==> src/rtl/modbus_crc_pkg.sv <==
// CRC-16/MODBUS shared definitions.
// Polynomial/preset constants, engine state type, single-bit CRC step.
package modbus_crc_pkg;

    localparam logic [15:0] CRC_POLY = 16'hA001;
    localparam logic [15:0] CRC_INIT = 16'hFFFF;

    typedef enum logic [1:0] {
        IDLE,
        LOAD,
        CALC,
        DONE
    } crc_state_t;

    // Advance a reflected CRC register by one message bit.
    function automatic logic [15:0] crc16_bit(
        input logic [15:0] crc,
        input logic        b,
        input logic [15:0] poly = CRC_POLY
    );
        logic fb;
        fb = crc[0] ^ b;
        return (crc >> 1) ^ (fb ? poly : 16'h0000);
    endfunction

endpackage

==> src/rtl/modbus_crc_step.sv <==
// Combinational CRC-16 advance over N message bits.
// Bits are folded LSB first, matching the wire order.
module modbus_crc_step
    import modbus_crc_pkg::*;
#(
    parameter int          N    = 1,
    parameter logic [15:0] POLY = CRC_POLY
) (
    input  logic [15:0]  crc_in,
    input  logic [N-1:0] bits,
    output logic [15:0]  crc_out
);

    // Chain N single-bit steps; bit 0 is consumed first.
    always_comb begin
        crc_out = crc_in;
        for (int i = 0; i < N; i++) begin
            crc_out = crc16_bit(crc_out, bits[i], POLY);
        end
    end

endmodule

==> src/rtl/modbus_crc_engine.sv <==
// CRC-16/MODBUS engine: generate or check over a buffered frame.
// Folds BITS_PER_CYCLE bits per clock; registered result strobe.
module modbus_crc_engine
    import modbus_crc_pkg::*;
#(
    parameter int          MAX_BYTES      = 8,
    parameter int          BITS_PER_CYCLE = 1,
    parameter logic [15:0] POLY           = CRC_POLY,
    parameter logic [15:0] INIT           = CRC_INIT,
    localparam int         LEN_W          = $clog2(MAX_BYTES + 1)
) (
    input  logic                   clk_in,
    input  logic                   rst_n_in,
    input  logic                   start_in,
    input  logic [8*MAX_BYTES-1:0] data_in,
    input  logic [LEN_W-1:0]       len_in,
    input  logic                   check_mode_in,
    output logic                   busy,
    output logic                   crc_done,
    output logic [15:0]            crc_out,
    output logic                   crc_ok,
    output logic                   len_err
);

    localparam logic [2:0]       BIT_STEP = 3'(BITS_PER_CYCLE);
    localparam logic [2:0]       LAST_BIT = 3'(8 - BITS_PER_CYCLE);
    localparam logic [LEN_W-1:0] MAX_LEN  = LEN_W'(MAX_BYTES);

    if (!(BITS_PER_CYCLE == 1 || BITS_PER_CYCLE == 2 ||
          BITS_PER_CYCLE == 4 || BITS_PER_CYCLE == 8)) begin : g_bad_bpc
        $error("BITS_PER_CYCLE must be 1, 2, 4 or 8");
    end

    if (MAX_BYTES < 1 || MAX_BYTES > 256) begin : g_bad_max
        $error("MAX_BYTES must be in 1..256");
    end

    crc_state_t r_state;
    crc_state_t w_next;

    logic [8*MAX_BYTES-1:0] r_data;
    logic [LEN_W-1:0]       r_len;
    logic [LEN_W-1:0]       r_idx;
    logic [2:0]             r_bit;
    logic                   r_mode;
    logic                   r_len_err;
    logic [15:0]            r_crc;

    logic                   r_busy;
    logic                   r_done;
    logic [15:0]            r_crc_out;
    logic                   r_ok;
    logic                   r_lerr;

    logic                   w_start;
    logic                   w_over;
    logic [LEN_W-1:0]       w_eff_len;
    logic                   w_last_bit;
    logic                   w_last_byte;
    logic [15:0]            w_crc_next;

    assign w_start     = (r_state == IDLE) && !r_busy && start_in;
    assign w_over      = (len_in > MAX_LEN);
    assign w_eff_len   = w_over ? MAX_LEN : len_in;
    assign w_last_bit  = (r_bit == LAST_BIT);
    assign w_last_byte = (r_idx == r_len - LEN_W'(1));

    // The shift register always presents the next unread bits at its LSBs.
    modbus_crc_step #(
        .N    (BITS_PER_CYCLE),
        .POLY (POLY)
    ) u_step (
        .crc_in  (r_crc),
        .bits    (r_data[BITS_PER_CYCLE-1:0]),
        .crc_out (w_crc_next)
    );

    // State register.
    always_ff @(posedge clk_in or negedge rst_n_in) begin
        if (!rst_n_in) begin
            r_state <= IDLE;
        end else begin
            r_state <= w_next;
        end
    end

    // Next-state decode; empty frames skip straight to the result.
    always_comb begin
        w_next = r_state;
        unique case (r_state)
            IDLE: begin
                if (w_start) begin
                    w_next = LOAD;
                end
            end
            LOAD: begin
                w_next = (w_eff_len == '0) ? DONE : CALC;
            end
            CALC: begin
                if (w_last_bit && w_last_byte) begin
                    w_next = DONE;
                end
            end
            DONE: begin
                w_next = IDLE;
            end
            default: begin
                w_next = IDLE;
            end
        endcase
    end

    // Job capture and CRC folding datapath.
    always_ff @(posedge clk_in or negedge rst_n_in) begin
        if (!rst_n_in) begin
            r_data    <= '0;
            r_len     <= '0;
            r_idx     <= '0;
            r_bit     <= '0;
            r_mode    <= 1'b0;
            r_len_err <= 1'b0;
            r_crc     <= '0;
        end else begin
            if (r_state == LOAD) begin
                r_data    <= data_in;
                r_mode    <= check_mode_in;
                r_len     <= w_eff_len;
                r_len_err <= w_over;
                r_crc     <= INIT;
                r_idx     <= '0;
                r_bit     <= '0;
            end else if (r_state == CALC) begin
                r_crc  <= w_crc_next;
                r_data <= r_data >> BITS_PER_CYCLE;
                if (w_last_bit) begin
                    r_bit <= '0;
                    r_idx <= r_idx + LEN_W'(1);
                end else begin
                    r_bit <= r_bit + BIT_STEP;
                end
            end
        end
    end

    // Result registers update only on DONE; strobe lasts one cycle.
    always_ff @(posedge clk_in or negedge rst_n_in) begin
        if (!rst_n_in) begin
            r_done    <= 1'b0;
            r_crc_out <= '0;
            r_ok      <= 1'b0;
            r_lerr    <= 1'b0;
        end else begin
            r_done <= (r_state == DONE);
            if (r_state == DONE) begin
                r_crc_out <= r_crc;
                r_ok      <= r_mode && (r_crc == 16'h0000);
                r_lerr    <= r_len_err;
            end
        end
    end

    // Busy spans acceptance through the strobe cycle, blocking restarts.
    always_ff @(posedge clk_in or negedge rst_n_in) begin
        if (!rst_n_in) begin
            r_busy <= 1'b0;
        end else if (w_start) begin
            r_busy <= 1'b1;
        end else if (r_done) begin
            r_busy <= 1'b0;
        end
    end

    assign busy     = r_busy;
    assign crc_done = r_done;
    assign crc_out  = r_crc_out;
    assign crc_ok   = r_ok;
    assign len_err  = r_lerr;

endmodule
==> config.mk <==
export PLATFORM = sky130hd
export DESIGN_NAME = modbus_crc_engine
export DESIGN_NICKNAME = d
export VERILOG_FILES = /design/src/rtl/modbus_crc_pkg.sv /design/src/rtl/modbus_crc_step.sv /design/src/rtl/modbus_crc_engine.sv
export SDC_FILE = /design/constraint.sdc
export NUM_CORES = 1
export LEC_CHECK = 0
export BUFFER_PORTS_ARGS = -buffer_cell sky130_fd_sc_hd__buf_4
export CAP_MARGIN = 20
export CORE_ASPECT_RATIO = 1.1
export CORE_UTILIZATION = 50
export CTS_CLUSTER_SIZE = 8
export DETAILED_ROUTE_END_ITERATION = 12
export PLACE_DENSITY = 0.72
export SLEW_MARGIN = 20
export SYNTH_ARGS = -nofsm -noshare
export SYNTH_HDL_FRONTEND = slang
export SYNTH_HIERARCHICAL = 1
export SYNTH_SLANG_ARGS = --single-unit
==> constraint.sdc <==
create_clock -name clk_in -period 1.89 [get_ports clk_in]
set_input_delay 0.378 -clock clk_in [delete_from_list [all_inputs] [get_ports clk_in]]
set_output_delay 0.378 -clock clk_in [all_outputs]
set_load 0.02 [all_outputs]
==> impl_metrics.csv <==
group,metric,value,unit
place,gp_congestion,0.809,
pwr,ir_drop,0.639,mV
setup_path,cp.arrival,2.14,ns
pwr,powerDensity,838,mW/mm²
synth,ys_types,37,
synth,synth_top_area_cell,"dfrtp_1",
outcome,status,"completed",
sta,period_needed,1.81,ns
setup_path,path_class,"reg2reg",
setup_path,cp.required,2.23,ns
sta,fin_ws,0.0849,ns
sta,whs,0.184,ns
routing,first_iter_violations,173,
synth,synthTopCellsByArea,"dfrtp_1 54%, mux2i_1 12%, a21oi_1 7.6%",
setup_path,crit_path_frequent_cell,"nand3_1",
cts,cts_max_level,4,
setup_path,cpLargestDelayFamily,"flip-flops",
setup_path,cpPeakStageDelay,0.48,ns
cts,path_clk_slew,0.05,ns
sta,setup_viol,0,
sta,fmax,0.554,GHz
pwr,p_leak,0.00319,µW
cts,clk_path_buf_depth,2,
synth,synth_top_area_share,53.8,%
sta,tns,0,ns
worst_hold_path,hold_path_class,"in2reg",
cts,clk-insertion-delay-late,0.41,ns
routing,vias,3882,
layout,area_growth,26.4,%
grt,grt_first_pass_wirelength,18400,µm
layout,layout_commonest_cell,"dfrtp_1",
sta,skew,0.00898,ns
place,portBuffers,91,
setup_path,end_kind,"flop",
floorplanning,io_pins,92,
sta,worst_pin_slew,0.442,ns
floorplanning,dieArea,0.0111,mm²
setup_path,crit_chain,"inv_1 -> ha_4 -> clkinv_1 -> a211oi_1 -> nand3_1 -> nand3_1",
sta,relSlewSlack,70.5,%
routing,ant_nets,0,
synth,ys_seq_area_share,53.8,%
layout,final_util,65.1,%
run,max_cap_violations,0,
routing,post_drt_wl_per_cell,14.9,µm
floorplanning,die_h,110,µm
sta,finalHoldViolCount,0,
cts,cts_tree,"yes",
routing,drt_first_pass_iters,4,
place,dp_slack,0.118,ns
synth,synth_area_per_cell,10.6,µm²
grt,antenna_found_initial,0,
layout,finish.net_count,665,
cts,root_buffer,"clkbuf_16",
grt,grt_pass1_vias,3946,
synth,synth-seq-cells,115,
synth,syn_inst,506,
layout,mostFrequentLayoutCells,"115 x dfrtp_1, 98 x buf_4, 95 x nor2_1",
setup_path,path_buf_inv,2,
setup_path,slowest_stage,"dfrtp_1",
synth,synth_ff_type,"dfrtp_1",
grt,globalRouteOverflowTotal,0,
routing,wl,11000,µm
floorplanning,die_w,101,µm
synth,async_reset_ff_share,100,%
layout,drive_gt1_share,26.1,%
place,dpl.hpwl,7210,µm
synth,synth-edff-count,0,
floorplanning,start_util,51.5,%
sta,maxSlewViolCount,0,
setup_path,cp_max_fo,9,
routing,drc,0,
synth,synth.net_count,586,
floorplanning,std_cell_rows,39,
routing,viasPerCell,5.25,
synth,syn_area,0.00535,mm²
pwr,power.total,5670,µW
grt,grt_use_total,21.2,%
layout,diodes,0,
synth,ys_warn_count,6,
cts,cts_made_buffers,17,
grt,grt_max_degree,96,
sta,finalCritPeriodShare,95.5,%
setup_path,start_kind,"flop",
cts,clock-sinks,115,
floorplanning,core_area,0.0104,mm²
==> registers in the layout, summed over array words and instances, names as in the netlist, 2 cells and up <==
register  count
r_len         4
r_idx         4
r_crc        16
r_data       64
r_bit         3
r_state       2
crc_out      16
==> cells in the mapped netlist, types with 3 or more instances <==
| cell | instances |
|---|---|
| ha_1 | 8 |
| o21ai_0 | 5 |
| o22ai_1 | 4 |
| nand3_1 | 5 |
| buf_1 | 3 |
| mux2i_1 | 64 |
| buf_2 | 12 |
| inv_1 | 12 |
| clkbuf_1 | 18 |
| a21oi_1 | 81 |
| buf_4 | 13 |
| and3_1 | 3 |
| xor3_1 | 3 |
| xor2_1 | 5 |
| nor4_1 | 3 |
| o2bb2ai_1 | 4 |
| mux2_2 | 19 |
| nor2_1 | 95 |
| dfrtp_1 | 115 |
| nor3_1 | 6 |
| nand2_1 | 8 |
==> worst register-to-register path, cell delays in order (launching register included) <==
cell	delay (ns)
dfrtp_1	0.48
inv_1	0.17
ha_4	0.34
clkinv_1	0.24
a211oi_1	0.29
nand3_1	0.13
nand3_1	0.08
==> final cells by class <==
cell class	instances	area, µm²
Fill cell	821	3630
Sequential cell	115	2880
Multi-Input combinational cell	332	2210
Timing Repair Buffer	106	886
Clock buffer	20	447
Tap cell	143	179
Clock inverter	11	113
Inverter	13	48.8
==> stage by stage <==
step / area, µm² / std cells
final: 6760 / 740
after global routing: 6760 / 740
after CTS: 6750 / 738
after detailed placement: 6180 / 706
after global placement: 6180 / 706
after floorplan: 5350 / 506
==> metal layers <==
metal  routed length (µm)  vias to the layer above  global-route usage (%)
met1                 4880                     1873                    26.9
met2                 5550                       93                    35.0
met4                  173                        0                    7.92
met5                    0                        -                       0
met3                  431                       19                    5.44
li1                     -                     1897                       -
==> logic make-up after synthesis <==
| group | count (synthesis) | share of synthesized area, % |
|---|---|---|
| flops | 115 | 53.8 |
| fa+ha+maj | 8 | 1.87 |
| mux | 83 | 16.0 |
| simple gates | 130 | 10.3 |
| buf+inv | 59 | 5.33 |
| compound gates | 102 | 10.4 |
| xor+xnor | 9 | 2.32 |
==> path summary, 6_finish.rpt <==
kind | from | end | slack, ns | cells past startpoint
worst min-delay path | len_in[3] | r_len[2] | 0.18 | 2
worst max register to register | r_state[0] | r_state[1] | 0.08 | 6
worst max-delay path | r_state[0] | r_state[1] | 0.08 | 6
worst min register to register | crc_done | busy | 0.47 | 1
min in group asynchronous | rst_n_in | r_data[14] | 0.42 | 2
max in group asynchronous | rst_n_in | crc_out[8] | 0.89 | 3
==> power breakdown <==
part | internal (µW) | total, µW | switching (µW)
combinational | 106 | 184 | 77.2
clock | 1950 | 3020 | 1070
sequential | 2470 | 2470 | 0
==> what timing repair did <==
| item | CTS | global route |
|---|---|---|
| resized for setup | 0 | 1 |
| endpoints found under the setup margin | 0 | 1 |
| endpoints found under the hold margin | 19 | 0 |
| buffers inserted | 0 | 2 |
| hold buffers | 1 | 0 |
No activity file was read; power rests on OpenSTA's default activity.
